[src/rtl/remote_cmd_tx_if.sv]
// remote_cmd_tx_if: command-source <-> UART transmitter bundle (cmd, send_cmd in; TX, cmd_sent, tx_busy, fifo_full, overflow out)
interface remote_cmd_tx_if;
  logic [7:0] cmd;
  logic send_cmd;
  logic TX;
  logic cmd_sent;
  logic tx_busy;
  logic fifo_full;
  logic overflow;
  modport master(output cmd, send_cmd, input TX, cmd_sent, tx_busy, fifo_full, overflow);
  modport slave(input cmd, send_cmd, output TX, cmd_sent, tx_busy, fifo_full, overflow);
endinterface

[src/rtl/remote_cmd_tx.sv]
// remote_cmd_tx: queued 8N1 UART command transmitter; ports clk, RST_n (sync active-low), bus (slave modport); TX_PARITY_EN adds an even-parity bit
module remote_cmd_tx #(
  parameter int BAUD_DIV = 2604,
  parameter int FIFO_DEPTH = 4
) (
  input logic clk,
  input logic RST_n,
  remote_cmd_tx_if.slave bus
);
  localparam int AW = $clog2(FIFO_DEPTH);
  localparam int CW = $clog2(BAUD_DIV);
`ifdef TX_PARITY_EN
  localparam int FW = 11;
`else
  localparam int FW = 10;
`endif
  typedef enum logic {IDLE, SHIFT} state_t;
  state_t state;
  logic [7:0] mem [FIFO_DEPTH];
  logic [AW-1:0] wp, rp;
  logic [AW:0] cnt;
  logic sq, tx, busy, sent, ovf;
  logic [FW-2:0] sh;
  logic [CW-1:0] bc;
  logic [3:0] bits;
  logic push, pop, full, wr;
  logic [FW-2:0] frame;
  assign push = bus.send_cmd & ~sq;
  assign pop = state == IDLE && cnt != '0;
  assign full = cnt == (AW+1)'(FIFO_DEPTH);
  assign wr = push && (!full || pop);
  // Bits after the start bit; the start bit itself goes straight into tx on pop.
`ifdef TX_PARITY_EN
  assign frame = {1'b1, ^mem[rp], mem[rp]};
`else
  assign frame = {1'b1, mem[rp]};
`endif
  assign bus.TX = tx;
  assign bus.cmd_sent = sent;
  assign bus.tx_busy = busy;
  assign bus.fifo_full = full;
  assign bus.overflow = ovf;
  always_ff @(posedge clk)
    if (wr) mem[wp] <= bus.cmd;
  always_ff @(posedge clk) begin
    if (!RST_n) begin
      state <= IDLE;
      sq <= 1'b0;
      wp <= '0;
      rp <= '0;
      cnt <= '0;
      sh <= '1;
      bc <= '0;
      bits <= '0;
      tx <= 1'b1;
      busy <= 1'b0;
      sent <= 1'b0;
      ovf <= 1'b0;
    end else begin
      sq <= bus.send_cmd;
      ovf <= push && full && !pop;
      sent <= 1'b0;
      if (wr) wp <= wp + AW'(1);
      if (pop) rp <= rp + AW'(1);
      cnt <= cnt + (AW+1)'(wr) - (AW+1)'(pop);
      if (state == IDLE) begin
        if (pop) begin
          sh <= frame;
          tx <= 1'b0;
          busy <= 1'b1;
          bc <= '0;
          bits <= '0;
          state <= SHIFT;
        end
      end else if (bc == CW'(BAUD_DIV - 1)) begin
        bc <= '0;
        sh <= {1'b1, sh[FW-2:1]};
        if (bits == 4'(FW - 1)) begin
          state <= IDLE;
          tx <= 1'b1;
          busy <= 1'b0;
          sent <= 1'b1;
        end else begin
          bits <= bits + 4'd1;
          tx <= sh[0];
        end
      end else begin
        bc <= bc + CW'(1);
      end
    end
  end
endmodule

[src/flat_wrapper.sv]
// flat-port wrapper written by rule: the top's interface ports become plain ports
module remote_cmd_tx_flat 
#(
  parameter int BAUD_DIV = 2604,
  parameter int FIFO_DEPTH = 4
)
  (clk, RST_n, bus_cmd, bus_send_cmd, bus_TX, bus_cmd_sent, bus_tx_busy, bus_fifo_full, bus_overflow);
  remote_cmd_tx_if bus_i ();
  input logic clk;
  input logic RST_n;
  input wire logic [$bits(bus_i.cmd)-1:0] bus_cmd;
  input wire logic [$bits(bus_i.send_cmd)-1:0] bus_send_cmd;
  output wire logic [$bits(bus_i.TX)-1:0] bus_TX;
  output wire logic [$bits(bus_i.cmd_sent)-1:0] bus_cmd_sent;
  output wire logic [$bits(bus_i.tx_busy)-1:0] bus_tx_busy;
  output wire logic [$bits(bus_i.fifo_full)-1:0] bus_fifo_full;
  output wire logic [$bits(bus_i.overflow)-1:0] bus_overflow;
  assign bus_i.cmd = bus_cmd;
  assign bus_i.send_cmd = bus_send_cmd;
  assign bus_TX = bus_i.TX;
  assign bus_cmd_sent = bus_i.cmd_sent;
  assign bus_tx_busy = bus_i.tx_busy;
  assign bus_fifo_full = bus_i.fifo_full;
  assign bus_overflow = bus_i.overflow;
  remote_cmd_tx #(.BAUD_DIV(BAUD_DIV), .FIFO_DEPTH(FIFO_DEPTH)) u_core (.clk(clk), .RST_n(RST_n), .bus(bus_i));
endmodule
[config.mk]
export PLATFORM = sky130hd
export DESIGN_NAME = remote_cmd_tx_flat
export DESIGN_NICKNAME = d
export VERILOG_FILES = /design/src/rtl/remote_cmd_tx_if.sv /design/src/rtl/remote_cmd_tx.sv /design/src/flat_wrapper.sv
export SDC_FILE = /design/constraint.sdc
export NUM_CORES = 1
export LEC_CHECK = 0
export ABC_AREA = 1
export CAP_MARGIN = 15
export CORE_MARGIN = 3
export CORE_UTILIZATION = 48
export CTS_CLUSTER_DIAMETER = 150
export DETAILED_ROUTE_END_ITERATION = 8
export PLACE_DENSITY = 0.69
export SKIP_LAST_GASP = 1
export SYNTH_ARGS = -nofsm -noshare
export SYNTH_HDL_FRONTEND = slang
export SYNTH_SLANG_ARGS = --single-unit
[constraint.sdc]
create_clock -name clk -period 1.68 [get_ports clk]
set_input_delay 0.252 -clock clk [delete_from_list [all_inputs] [get_ports clk]]
set_output_delay 0.252 -clock clk [all_outputs]
set_load 0.01 [all_outputs]
==> results of run 1 <==
==> metal layers <==
metal | up-vias | GRT usage [%]
met1 | 1075 | 23.41
met3 | 4 | 6.055
met4 | 0 | 5.300
met2 | 24 | 28.77
met5 | - | 0
li1 | 1278 | -
==> report_power, final <==
group          switching (mW)  internal (mW)
Combinational           0.960          0.700
Sequential              0.183           2.07
Clock                   0.688          0.703
==> layout make-up <==
type / instances / area share (%)
Multi-Input combinational cell: 248 / 34.08
Sequential cell: 71 / 46.25
Timing Repair Buffer: 35 / 7.901
Clock buffer: 9 / 3.273
Inverter: 38 / 3.967
Clock inverter: 7 / 2.050
Tap cell: 75 / 2.479
==> registers in the layout (all words and copies together), names as in the netlist, named ones only <==
register / cells
u_core.bus.TX: 1
u_core.mem: 32
u_core.bus.overflow: 1
u_core.state: 1
u_core.wp: 2
u_core.rp: 2
u_core.cnt: 3
u_core.sh: 8
u_core.bus.tx_busy: 1
u_core.bc: 12
u_core.bits: 4
u_core.sq: 1
u_core.bus.cmd_sent: 1
==> stage by stage <==
step	instance area [um2]	setup WS (ns)	TNS [ns]
finish	3785	0.005403	0
floorplan	3197	0.007227	0
global placement	3503	-0.1649	-1.064
CTS	3716	-0.01909	-0.01909
global route	3785	-0.06557	-0.1374
detailed placement	3503	-0.2035	-2.112
==> cells by family after synthesis <==
family	Yosys count
and+or+nand+nor	194
adders and majority gates	9
buffers and inverters	49
DFF	71
AOI/OAI and AO/OA	42
xor gates and xnor gates	3
==> worst max path at each step <==
stage	from	slack, ns	to	cells after the start
global route	u_core.cnt[1]	-0.07	u_core.cnt[2]	10
detailed placement	bus_send_cmd	-0.20	u_core.cnt[1]	9
floorplan	u_core.cnt[1]	0.007	u_core.cnt[2]	10
CTS	u_core.cnt[0]	-0.02	u_core.cnt[1]	8
finish	u_core.cnt[1]	0.005	u_core.cnt[2]	10
global placement	bus_send_cmd	-0.16	u_core.cnt[1]	9
==> cells in the mapped netlist (all sizes together) <==
master,count
nand2,110
nand3,47
dfxtp,39
inv,36
edfxtp,32
a21oi,25
nor2,25
o21ai,13
ha,8
buf,7
clkbuf,4
or2,4
and3,2
clkinv,2
nand4,2
nor3,2
o21bai,2
xor2,2
a31oi,1
fa,1
nand3b,1
nor4,1
o211ai,1
xnor2,1
==> what timing repair did <==
| item | in CTS | in global routing |
|---|---|---|
| setup buffers | 1 | 3 |
| hold endpoints to repair | 0 | 0 |
| pin swaps | 1 | 7 |
| endpoints found under the setup margin | 3 | 2 |
| gates resized for setup | 4 | 13 |
==> load_flow_metrics.sql, run 1 <==
INSERT INTO impl_metrics (metric_group, metric, value, unit) VALUES
('timing', 'setup_viol_count_final', '0', ''),
('finish', 'layout_cells_excl_fill', '483', ''),
('timing', 'layout_worst_path_cycle_share', '99.68', '%'),
('placed_design', 'hpwl', '4380', 'um'),
('worst_setup_path', 'worst-endpoint-required', '1.95', 'ns'),
('routing', 'wirelength', '6157', 'um'),
('timing', 'worst_hold_slack', '0.4311', 'ns'),
('cts', 'cts_num_sinks', '71', ''),
('worst_setup_path', 'cp_slowest_stage_delay', '0.37', 'ns'),
('synth', 'synth.yosys.warnings', '0', ''),
('synth', 'synth.area.top_cells', 'sky130_fd_sc_hd__edfxtp_1 (30%), sky130_fd_sc_hd__dfxtp_1 (25%), sky130_fd_sc_hd__nand2_1 (13%)', ''),
('finish', 'area_growth', '19.28', '%'),
('timing', 'fmax', '0.5972', 'GHz'),
('cts', 'clk-insertion-delay-late', '0.35', 'ns'),
('routing', 'via_per_inst', '4.930', ''),
('worst_setup_path', 'rr_endpoint', 'u_core.cnt[2]', ''),
('cts', 'clk_transition_reported_paths', '0.08', 'ns'),
('routing', 'top_layer_used', 'met4', ''),
('worst_setup_path', 'total_buffers_and_inverters_traversed_by_the_critical_path', '2', ''),
('grt', 'global_route.overflow_total', '0', ''),
('timing', 'timing.final.max_slew_violations', '0', ''),
('synth', 'syn-cell-area', '3173', 'um2'),
('synth', 'synth.largest_area_cell', 'sky130_fd_sc_hd__edfxtp_1', ''),
('synth', 'post_synthesis_mux_area_share', '0', '%'),
('hold_path', 'hold_depth', '1', ''),
('routing', 'wire_per_inst', '12.75', 'um'),
('cts', 'cts_max_level', '3', ''),
('hold_path', 'hold_path_end', 'u_core.bus.overflow', ''),
('floorplan', 'die_h', '87.31', 'um'),
('floorplan', 'fp.dieW', '87.31', 'um'),
('power', 'vdd_drop_max', '1.034', 'mV'),
('job', 'cap_viol_max_count', '0', ''),
('cts', 'number_of_buffers_added_by_the_clock_tree_synthesis_step', '9', ''),
('routing', 'met2_wirelength', '2982', 'um'),
('finish', 'num-fill-cells', '531', ''),
('finish', 'most-common-layout-cells', 'sky130_fd_sc_hd__nand2_1 (104), sky130_fd_sc_hd__nand3_1 (45), sky130_fd_sc_hd__dfxtp_1 (36), sky130_fd_sc_hd__edfxtp_1 (32), sky130_fd_sc_hd__inv_1 (30)', ''),
('status', 'status', 'complete, no violations', ''),
('worst_setup_path', 'timing.reg2reg.worst_path_depth', '10', ''),
('floorplan', 'design.portCount', '16', ''),
('floorplan', 'die_area', '7622', 'um2'),
('worst_setup_path', 'critPathCaptureType', 'flop', ''),
('cts', 'cts_hold_repair.buffers', '0', ''),
('routing', 'drt_first_iter_violations', '115', ''),
('worst_setup_path', 'worstReg2RegStart', 'u_core.cnt[1]', ''),
('worst_setup_path', 'cp_cell_sequence', 'inv_4, nand2_4, nor2_4, nand2_2, nand2_4, inv_2, ha_4, fa_2, and3_4, nor3_2', ''),
('power', 'power_per_cell_area', '1402', 'nW/um2'),
('placed_design', 'gp_congestion', '0.7993', ''),
('grt', 'antenna_found_initial', '0', ''),
('synth', 'proportion_of_synthesized_chip_area_in_sequential_cells', '54.89', '%'),
('finish', 'diodes', '0', ''),
('worst_setup_path', 'crit_path_max_fanout', '3', ''),
('routing', 'm1WireLength', '2935', 'um'),
('hold_path', 'timing.hold.worst.start', 'u_core.sq', ''),
('synth', 'synthSimpleGateAreaFrac', '27.05', '%'),
('grt', 'grt_pass1_wl', '10700', 'um'),
('cts', 'ctsLongestPathBuffers', '2', ''),
('worst_setup_path', 'rrSetupSlack', '0.005', 'ns'),
('routing', 'route.vias.total', '2381', ''),
('finish', 'multi_input_area', '1290', 'um2'),
('timing', 'finalHoldViolCount', '0', ''),
('placed_design', 'placedCellCount', '463', ''),
('worst_setup_path', 'worst_ep_arrival_time', '1.95', 'ns'),
('synth', 'syn-instance-count', '368', ''),
('floorplan', 'core_region_area', '6166', 'um2'),
('synth', 'synth.distinct_cells', '36', ''),
('routing', 'drt_first_pass_iters', '4', ''),
('grt', 'grt_usage', '18.08', '%'),
('timing', 'worst-slew-pin-transition', '0.4222', 'ns'),
('worst_setup_path', 'critPathKind', 'flop to flop', ''),
('synth', 'register_bit_count_reported_by_yosys', '71', ''),
('grt', 'largest_net_degree_at_the_start_of_global_routing', '17', '');
Note: power is estimated with default switching activity, not from simulation.
==> inputs of run 2 (changes only) <==
--- a/config.mk
+++ b/config.mk
@@ -13,6 +13,7 @@
 export DETAILED_ROUTE_END_ITERATION = 8
 export PLACE_DENSITY = 0.69
 export SKIP_LAST_GASP = 1
+export SLEW_MARGIN = 25
 export SYNTH_ARGS = -nofsm -noshare
 export SYNTH_HDL_FRONTEND = slang
 export SYNTH_SLANG_ARGS = --single-unit
==> results of run 2 <==
Same layout as run 1: the final DEF is identical, and so are final timing and power.
==> inputs of run 3 (changes only) <==
--- a/config.mk
+++ b/config.mk
@@ -11,7 +11,8 @@
 export CORE_UTILIZATION = 48
 export CTS_CLUSTER_DIAMETER = 150
 export DETAILED_ROUTE_END_ITERATION = 8
-export PLACE_DENSITY = 0.69
+export DONT_BUFFER_PORTS = 1
+export PLACE_DENSITY = 0.65
 export SKIP_LAST_GASP = 1
 export SLEW_MARGIN = 25
 export SYNTH_ARGS = -nofsm -noshare
==> load_flow_metrics.sql, run 3 (same netlist as run 1, synthesis figures left out) <==
INSERT INTO impl_metrics (metric_group, metric, value, unit) VALUES
('status', 'status', 'complete, no violations', ''),
('timing', 'max-slew-margin-rel', '63.75', '%'),
('finish', 'final-seq-area', '1750', 'um2'),
('finish', 'reg_top3', 'u_core.mem: 32 flops, u_core.bc: 12 flops, u_core.sh: 8 flops', ''),
('cts', 'cts_num_sinks', '71', ''),
('cts', 'number_of_buffers_added_by_the_clock_tree_synthesis_step', '9', ''),
('timing', 'fin_worst_skew', '0.006280', 'ns'),
('power', 'seq_power_share', '42.7', '%'),
('finish', 'drive_gt1_share', '16.25', '%'),
('power', 'total_power', '5.273', 'mW'),
('timing', 'min_period', '1.665', 'ns'),
('power', 'pwr-share-clk', '27.1', '%'),
('power', 'power_per_cell_area', '1416', 'nW/um2'),
('grt', 'largest_net_degree_at_the_start_of_global_routing', '17', ''),
('worst_setup_path', 'worstReg2RegStart', 'u_core.cnt[1]', ''),
('power', 'static-leakage-power', '1.517', 'nW'),
('finish', 'registers.top_by_ff_count', 'u_core.mem', ''),
('worst_setup_path', 'worst_ep_arrival_time', '1.89', 'ns'),
('floorplan', 'initial_utilization', '51.46', '%'),
('finish', 'area_growth', '17.35', '%'),
('timing', 'worst-slew-pin-transition', '0.5432', 'ns'),
('placed_design', 'io_buffers', '0', ''),
('cts', 'cts_max_level', '3', ''),
('finish', 'largest_register_ff_count', '32', ''),
('worst_setup_path', 'worst-endpoint-required', '1.90', 'ns'),
('worst_setup_path', 'endpoint', 'u_core.cnt[2]', ''),
('grt', 'antenna_found_initial', '0', ''),
('power', 'switch_share', '35.16', '%'),
('grt', 'via_count_of_the_first_global_routing_pass', '2257', ''),
('timing', 'setup_viol_count_final', '0', ''),
('hold_path', 'timing.hold.worst.start', 'RST_n', ''),
('floorplan', 'die_area', '7622', 'um2'),
('cts', 'cts_root_buf', 'sky130_fd_sc_hd__clkbuf_8', ''),
('grt', 'grt_pass1_wl', '10360', 'um'),
('finish', 'final_cell_area', '3724', 'um2'),
('routing', 'drt_first_iter_violations', '97', ''),
('routing', 'ant_nets', '0', ''),
('power', 'net-switching-power', '1.854', 'mW'),
('routing', 'via_per_inst', '5.088', ''),
('routing', 'wire_per_inst', '13.12', 'um'),
('worst_setup_path', 'timing.reg2reg.worst_path_depth', '10', ''),
('timing', 'finalHoldViolCount', '0', ''),
('routing', 'route.vias.total', '2417', ''),
('routing', 'drt_first_pass_iters', '4', ''),
('worst_setup_path', 'setup.worst_path.start_class', 'flop', ''),
('placed_design', 'placedCellCount', '445', ''),
('grt', 'grt_usage', '17.67', '%'),
('finish', 'final_common_cell', 'sky130_fd_sc_hd__nand2_1', ''),
('cts', 'cts_tree', 'built', ''),
('placed_design', 'post_dp_cell_area', '3331', 'um2'),
('worst_setup_path', 'critPathCaptureType', 'flop', ''),
('finish', 'layout_cells_excl_fill', '475', ''),
('timing', 'rsz0062_at_grt', 'true', ''),
('floorplan', 'core_region_area', '6166', 'um2'),
('timing', 'fmax', '0.6007', 'GHz'),
('cts', 'clk-insertion-delay-late', '0.35', 'ns'),
('finish', 'diodes', '0', ''),
('timing', 'layout_worst_path_cycle_share', '99.10', '%'),
('worst_setup_path', 'setup.worst_path.start', 'u_core.cnt[1]', ''),
('floorplan', 'fp.dieW', '87.31', 'um'),
('worst_setup_path', 'rrSetupSlack', '0.02', 'ns'),
('floorplan', 'design.portCount', '16', ''),
('power', 'portion_of_total_power_attributed_to_combinational_logic', '30.3', '%'),
('worst_setup_path', 'crit_path_max_fanout', '3', ''),
('power', 'vdd_drop_max', '0.8903', 'mV'),
('placed_design', 'hpwl', '4029', 'um'),
('timing', 'timing.final.max_slew_violations', '0', ''),
('routing', 'drc_errors', '0', ''),
('cts', 'ctsLongestPathBuffers', '2', ''),
('finish', 'most-common-layout-cells', 'sky130_fd_sc_hd__nand2_1 (104), sky130_fd_sc_hd__nand3_1 (45), sky130_fd_sc_hd__dfxtp_1 (36), sky130_fd_sc_hd__edfxtp_1 (32), sky130_fd_sc_hd__inv_1 (30)', ''),
('floorplan', 'num_rows', '28', ''),
('finish', 'multi_input_area', '1290', 'um2'),
('hold_path', 'timing.hold.worst.class', 'input pin to flop', ''),
('power', 'power_report.internal_total', '3.419', 'mW'),
('floorplan', 'die_h', '87.31', 'um'),
('worst_setup_path', 'critPathKind', 'flop to flop', ''),
('routing', 'wirelength', '6230', 'um'),
('placed_design', 'gp_congestion', '0.8005', ''),
('worst_setup_path', 'rr_endpoint', 'u_core.cnt[2]', ''),
('finish', 'num-fill-cells', '536', ''),
('cts', 'clk_transition_reported_paths', '0.08', 'ns'),
('job', 'cap_viol_max_count', '0', ''),
('finish', 'nNetsFinal', '415', ''),
('grt', 'global_route.overflow_total', '0', '');
run 3: cell type report:
type | count | area share (%)
Clock inverter | 7 | 2.285
Timing Repair Buffer | 27 | 6.183
Sequential cell | 71 | 47.01
Clock buffer | 9 | 3.327
Tap cell | 75 | 2.520
Multi-Input combinational cell | 248 | 34.64
Inverter | 38 | 4.032
run 3: critical path, cell delays in order, from the launching register on:
cell and delay, ns:
sky130_fd_sc_hd__dfxtp_4 0.37, sky130_fd_sc_hd__inv_4 0.06, sky130_fd_sc_hd__nand2_4 0.06, sky130_fd_sc_hd__nor2_4 0.12, sky130_fd_sc_hd__nand2_2 0.08, sky130_fd_sc_hd__nand2_4 0.08, sky130_fd_sc_hd__inv_2 0.04, sky130_fd_sc_hd__ha_4 0.15
sky130_fd_sc_hd__fa_2 0.35, sky130_fd_sc_hd__a21oi_1 0.18, sky130_fd_sc_hd__nor3_2 0.05
run 3: worst min-delay path by stage:
stage | to | slack (ns) | depth (start not counted)
final | u_core.bits[3] | 0.02 | 2
after global routing | u_core.bits[3] | 0.02 | 2
after CTS | u_core.bits[3] | 0.005 | 2
after detailed placement | u_core.sh[4] | 0.35 | 1
after global placement | u_core.sh[5] | 0.34 | 1
after floorplan | u_core.sq | 0.35 | 2
run 3: power groups by stage:
stage               Combinational (mW)  Sequential [mW]  Clock, mW
finish                            1.60             2.25       1.43
global route                      1.83             2.28       1.54
CTS                               1.50             2.22       1.46
detailed placement                1.46             2.25          0
global placement                  1.42             2.25          0
floorplan                         1.13             2.21          0
run 3: timing repair:
action,CTS,global route
resized for setup,2,14
endpoints found under the setup margin,2,2
hold endpoints to repair,44,0
pin swaps,1,8
hold buffers,11,0
buffers inserted,0,3
run 3: layer usage:
| metal | global-route usage, % | vias up | share of wire [%] |
|---|---|---|---|
| li1 | - | 1261 | - |
| met1 | 22.47 | 1114 | 47 |
| met2 | 28.84 | 34 | 47 |
| met3 | 4.730 | 8 | 3.6 |
| met4 | 6.416 | 0 | 1.4 |
| met5 | 0 | - | 0 |
run 3: metrics by stage:
| stage | utilization, % | hold WS [ns] | TNS (ns) | setup slack, ns |
|---|---|---|---|---|
| CTS | 59.23 | 0.004800 | 0 | 0.0005194 |
| global placement | 54.02 | 0.3434 | 0 | 0.03490 |
| global route | 60.39 | 0.02364 | -0.08170 | -0.05240 |
| detailed placement | 54.02 | 0.3462 | -0.03664 | -0.03043 |
| finish | 60.39 | 0.02153 | 0 | 0.01519 |
| floorplan | - | 0.3455 | 0 | 0.007227 |
